<file path="config.mk">
export PLATFORM = sky130hd
export DESIGN_NAME = samp_seq_ctrl
export DESIGN_NICKNAME = d
export VERILOG_FILES = /design/src/rtl/samp_seq_pkg.sv /design/src/rtl/samp_seq_cnt.sv /design/src/rtl/samp_seq_ctrl.sv
export SDC_FILE = /design/constraint.sdc
export NUM_CORES = 1
export LEC_CHECK = 0
export BUFFER_PORTS_ARGS = -buffer_cell sky130_fd_sc_hd__buf_2
export CAP_MARGIN = 10
export CORE_ASPECT_RATIO = 1.75
export CORE_MARGIN = 4
export CORE_UTILIZATION = 30
export CTS_CLUSTER_DIAMETER = 50
export CTS_CLUSTER_SIZE = 24
export DETAILED_ROUTE_END_ITERATION = 7
export PLACE_DENSITY_LB_ADDON = 0.08
export RECOVER_POWER = 25
export SYNTH_ARGS = -nofsm -noshare
export SYNTH_HDL_FRONTEND = slang
export SYNTH_SLANG_ARGS = --single-unit
</file>
<file path="constraint.sdc">
create_clock -name clk -period 2.8 [get_ports clk]
set_input_delay 0.42 -clock clk [delete_from_list [all_inputs] [get_ports clk]]
set_output_delay 0.42 -clock clk [all_outputs]
set_load 0.02 [all_outputs]
</file>
<file path="src/rtl/samp_seq_pkg.sv">
// Shared types and helpers for the sampling sequencer.
// Defining SAMP_SEQ_ALTERNATE_EN enables p/n chopping across conversions.
package samp_seq_pkg;

  typedef enum logic [2:0] {
    IDLE,
    SETUP,
    SAMPLE,
    RELEASE,
    CONVERT
  } samp_state_t;

  // Guard cycles around the sample window (SETUP before, RELEASE after).
  localparam int unsigned SETUP_GUARD   = 1;
  localparam int unsigned RELEASE_GUARD = 1;

`ifdef SAMP_SEQ_ALTERNATE_EN
  localparam bit ALT_EN = 1'b1;
`else
  localparam bit ALT_EN = 1'b0;
`endif

  // Side enables {p, n} for a conversion; odd selects the n side when chopping.
  function automatic logic [1:0] side_en(input logic p, input logic n, input logic odd);
    if (ALT_EN && p && n) return odd ? 2'b01 : 2'b10;
    return {p, n};
  endfunction

endpackage

</file>
<file path="src/rtl/samp_seq_cnt.sv">
// Loadable down-counter with zero flag, shared by SAMPLE and CONVERT timing.
module samp_seq_cnt #(
  parameter int unsigned W = 8
) (
  input  logic         clk,
  input  logic         rst,
  input  logic         load,
  input  logic [W-1:0] load_val,
  input  logic         dec,
  output logic         zero
);

  logic [W-1:0] count;

  always_ff @(posedge clk) begin
    if (rst) begin
      count <= '0;
    end else if (load) begin
      count <= load_val;
    end else if (dec && (count != '0)) begin
      count <= count - W'(1);
    end
  end

  assign zero = (count == '0);

endmodule

</file>
<file path="src/rtl/samp_seq_ctrl.sv">
// Sampling sequencer: bursts of guarded sample windows for the ADC input switches.
// Optional chopping of p/n sides when SAMP_SEQ_ALTERNATE_EN is defined.
module samp_seq_ctrl
  import samp_seq_pkg::*;
#(
  parameter int unsigned CNT_W = 8
) (
  input  logic             clk,
  input  logic             rst,
  input  logic             start,
  input  logic             abort,
  input  logic [CNT_W-1:0] samp_cycles,
  input  logic [CNT_W-1:0] conv_cycles,
  input  logic [CNT_W-1:0] num_conv,
  input  logic             p_sel,
  input  logic             n_sel,
  output logic             seq_samp,
  output logic             samp_p_en,
  output logic             samp_n_en,
  output logic             busy,
  output logic             done,
  output logic [CNT_W-1:0] conv_idx
);

  samp_state_t      state;
  logic [CNT_W-1:0] samp_lat;
  logic [CNT_W-1:0] conv_lat;
  logic [CNT_W-1:0] num_lat;
  logic             p_lat;
  logic             n_lat;
  logic             abort_q;

  logic             cnt_load_c;
  logic [CNT_W-1:0] cnt_val_c;
  logic             cnt_dec_c;
  logic             cnt_zero;
  logic             abort_now_c;
  logic             last_c;
  logic             eoc_c;
  logic [CNT_W-1:0] idx_next_c;

  samp_seq_cnt #(.W(CNT_W)) u_cnt (
    .clk      (clk),
    .rst      (rst),
    .load     (cnt_load_c),
    .load_val (cnt_val_c),
    .dec      (cnt_dec_c),
    .zero     (cnt_zero)
  );

  // Counter control and end-of-conversion decision inputs.
  always_comb begin
    cnt_load_c  = 1'b0;
    cnt_val_c   = '0;
    cnt_dec_c   = 1'b0;
    abort_now_c = abort_q | abort;
    last_c      = (num_lat != '0) && (conv_idx == (num_lat - CNT_W'(1)));
    idx_next_c  = conv_idx + CNT_W'(1);
    eoc_c       = 1'b0;
    case (state)
      SETUP: begin
        cnt_load_c = 1'b1;
        cnt_val_c  = samp_lat - CNT_W'(1);
      end
      SAMPLE:  cnt_dec_c = 1'b1;
      RELEASE: begin
        cnt_load_c = 1'b1;
        cnt_val_c  = conv_lat - CNT_W'(1);
        eoc_c      = abort_now_c || (conv_lat == '0);
      end
      CONVERT: begin
        cnt_dec_c = 1'b1;
        eoc_c     = cnt_zero;
      end
      default: ;
    endcase
  end

  always_ff @(posedge clk) begin
    if (rst) begin
      state     <= IDLE;
      samp_lat  <= '0;
      conv_lat  <= '0;
      num_lat   <= '0;
      p_lat     <= 1'b0;
      n_lat     <= 1'b0;
      abort_q   <= 1'b0;
      seq_samp  <= 1'b0;
      samp_p_en <= 1'b0;
      samp_n_en <= 1'b0;
      busy      <= 1'b0;
      done      <= 1'b0;
      conv_idx  <= '0;
    end else begin
      done <= 1'b0;
      if ((state != IDLE) && abort) abort_q <= 1'b1;

      case (state)
        IDLE: begin
          if (start) begin
            samp_lat <= (samp_cycles == '0) ? CNT_W'(1) : samp_cycles;
            conv_lat <= conv_cycles;
            num_lat  <= num_conv;
            p_lat    <= p_sel;
            n_lat    <= n_sel;
            conv_idx <= '0;
            busy     <= 1'b1;
            state    <= SETUP;
            {samp_p_en, samp_n_en} <= side_en(p_sel, n_sel, 1'b0);
          end
        end
        SETUP: begin
          seq_samp <= 1'b1;
          state    <= SAMPLE;
        end
        SAMPLE: begin
          if (cnt_zero) begin
            seq_samp <= 1'b0;
            state    <= RELEASE;
          end
        end
        RELEASE: begin
          if (!eoc_c) begin
            samp_p_en <= 1'b0;
            samp_n_en <= 1'b0;
            state     <= CONVERT;
          end
        end
        CONVERT: ;
        default: state <= IDLE;
      endcase

      // End of conversion: finish the burst or start the next window.
      if (eoc_c) begin
        if (abort_now_c || last_c) begin
          state     <= IDLE;
          busy      <= 1'b0;
          done      <= 1'b1;
          abort_q   <= 1'b0;
          samp_p_en <= 1'b0;
          samp_n_en <= 1'b0;
        end else begin
          conv_idx <= idx_next_c;
          state    <= SETUP;
          {samp_p_en, samp_n_en} <= side_en(p_lat, n_lat, idx_next_c[0]);
        end
      end
    end
  end

endmodule
</file>
==> flow_summary.json <==
{
  "crit_path_max_fanout": 9,
  "io_buffer_count": 42,
  "die_h_um": 134,
  "syn_nets": 374,
  "grt_setup_unrepaired": "false",
  "drc": 0,
  "cts_tree": "built",
  "cp.required_ns": 2.98,
  "die_x_um": 79.7,
  "slew_headroom_pct": 47.5,
  "p_leak_nw": 1.19,
  "start_util_pct": 31.0,
  "clkSinkCount": 51,
  "dieArea_um2": 10600,
  "end_kind": "flop",
  "hold_violations": 0,
  "cts_buffers": 5,
  "cpPeakStageDelay_ns": 0.47,
  "tightest_slew_ns": 0.783,
  "cpMaxStageDelayCell": "o31a_1",
  "setup_violations": 0,
  "cp_num_buf_inv": 1,
  "overflow": 0,
  "nFillCells": 965,
  "hold_path_class": "input port to flop",
  "fin_setup_tns_ns": 0,
  "slew_violations": 0,
  "grt_antenna_before_repair": 0,
  "vias_per_cell": 5.01,
  "worstSetupPathType": "flop to flop",
  "outcome": "complete, no violations",
  "clk_latency_ns": 0.30,
  "vdd_drop_max_mv": 0.335,
  "seq_area_um2": 1020,
  "ctsHtreeMaxLevel": 2,
  "grt_pass1_wl_um": 12200,
  "max_cap_violations": 0,
  "grt_pass1_vias": 2536,
  "yosys_warnings": 0,
  "synth.avg_cell_area_um2": 7.95,
  "fin_crit_ns": 2.50,
  "ys_seq_elements": 51,
  "ant_nets": 0,
  "antennaDiodeCount": 0,
  "grt_usage_pct": 14.8,
  "p_per_area_nw_per_um2": 787,
  "dp_hpwl_um": 5570,
  "num_rows": 45,
  "wl_per_cell_um": 15.2,
  "cts.reportedPaths.clkPinSlew_ns": 0.07,
  "skew_ns": 0.00634,
  "path_cells": "inv_1 -> ha_1 -> nand2b_1 -> a21oi_1 -> o2111ai_1 -> o31a_1 -> o21ai_2 -> mux2_1",
  "fp.coreArea_um2": 8730,
  "routed_wl_um": 7490,
  "synth_edf_count": 0,
  "synth_cells": 340,
  "critical_path.top_delay_family": "compound AO/OA/AOI/OAI gates",
  "clockRootBuffer": "clkbuf_16",
  "multi_input_area_um2": 1570,
  "yosysSeqAreaShare_pct": 37.8,
  "fmaxAchievable_ghz": 0.400,
  "finalCritPeriodShare_pct": 89.4,
  "start_kind": "flop",
  "ios": 43,
  "clk_path_buf_depth": 2,
  "async_reset_ff_share_pct": 0,
  "gp_congestion": 0.785,
  "hold_buffers": 0,
  "synth_cell_types": 51,
  "cts_resized": 0,
  "drt_pass1_iterations": 4,
  "nets": 409,
  "num_vias": 2472,
  "drt_iter0_markers": 85,
  "drive_gt1_share_pct": 14.4,
  "crit_arrival_ns": 2.69,
  "area_growth_pct": 16.0,
  "grt_max_degree": 29,
  "dpl_cell_area_um2": 3010,
  "syn_area_um2": 2700,
  "fin_area_um2": 3130,
  "post_cts_buffers": 0,
  "synth_ff_type": "dfxtp_1"
}
-- logic make-up (layout without fill, tap and decap cells) --
group	Yosys count	after routing	share of synthesized area, %
AOI/OAI and AO/OA	79	79	18.3
xor gates and xnor gates	14	14	4.54
adders and majority gates	4	4	1.85
buffers and inverters	26	62	4.12
DFF	51	51	37.8
muxes	18	18	6.99
and+or+nand+nor	148	148	26.4
-- synthesized netlist by cell type (all sizes together), types with 2 or more instances --
cell type	instances	area [um2]
o21ai	6	33.8
a21oi	41	205
xnor2	7	61.3
or2	4	27.5
nor4	7	43.8
or3	4	25.0
nor3	10	60.1
and2	4	25.0
mux2i	11	110
nor2	26	97.6
nand3	10	50.1
xor2	7	61.3
nand4	3	18.8
o221ai	4	35.0
o211ai	2	15.0
o22ai	2	12.5
clkbuf	13	48.8
o311ai	4	35.0
a31oi	2	12.5
nor2b	3	18.8
inv	6	22.5
nand2	60	225
nand2b	5	31.3
ha	4	50.1
mux2	7	78.8
a211oi	10	75.1
buf	6	36.3
and3	6	37.5
dfxtp	51	1020
-- final cells by class --
| class | instances | area share, % |
|---|---|---|
| multi-input cells | 263 | 50.1 |
| well taps | 117 | 4.67 |
| repair buffers | 47 | 7.27 |
| inverters | 7 | 0.838 |
| clock buffers | 6 | 4.11 |
| clock inverters | 2 | 0.399 |
| flip-flops and latches | 51 | 32.6 |
-- layer usage --
metal,global-route usage (%),up-vias,wire length [um]
met5,0,-,0
met4,5.73,0,183
met3,2.57,10,183
met2,28.6,31,4210
met1,15.1,1156,2910
li1,-,1275,-
-- tightest hold or removal path, delay by kind of cell --
| family | cells | cell delay, ns |
|---|---|---|
| and+or+nand+nor | 1 | 0.04 |
| AOI/OAI and AO/OA | 1 | 0.05 |
| buffers and inverters | 1 | 0.09 |
-- where the power goes --
group          switching (mW)  leakage, nW  internal, mW  total [mW]
registers               0.123        0.418         0.845       0.968
logic                   0.514        0.705         0.364       0.878
clock network           0.289       0.0669         0.331       0.620
-- path summary, 6_finish.rpt --
path | endpoint | start | cells past startpoint | slack (ns)
worst max register to register | conv_idx[7] | num_lat[0] | 8 | 0.30
worst min register to register | samp_lat[4] | samp_lat[4] | 2 | 0.46
worst max-delay path | conv_idx[7] | num_lat[0] | 8 | 0.30
worst min-delay path | num_lat[5] | num_conv[5] | 3 | 0.35
-- state kept, by name, indices dropped and copies added (netlist names), 3 cells and up --
register / cells
conv_idx: 8
conv_lat: 8
num_lat: 8
samp_lat: 8
u_cnt.count: 8
state: 3
-- placed cells by master, fill, tap and decap left out, types with 4 or more instances in the layout --
master and count:
nand2_1 60, dfxtp_1 51, a21oi_1 41, buf_2 29, nor2_1 25, clkbuf_1 15, mux2i_1 11, a211oi_1 10
nand3_1 10, nor3_1 8, xnor2_1 7, nor4_1 7, xor2_1 7, mux2_2 6, inv_1 6, and3_1 6
nand2b_1 5, clkbuf_16 5, or3_1 4, o221ai_1 4, ha_1 4, buf_4 4
-- per-stage QoR --
stage | util [%] | cells | power, mW | worst slack (ns) | hold slack [ns]
global placement | 34.5 | 485 | 1.89 | 0.366 | 0.447
finish | 35.9 | 493 | 2.47 | 0.297 | 0.353
floorplan | - | 340 | 1.66 | 0.606 | 0.434
detailed placement | 34.5 | 485 | 1.88 | 0.329 | 0.445
global route | 35.9 | 493 | 2.66 | 0.108 | 0.363
CTS | 36.1 | 493 | 2.52 | 0.314 | 0.349
Power figures use the tool's default switching activity.
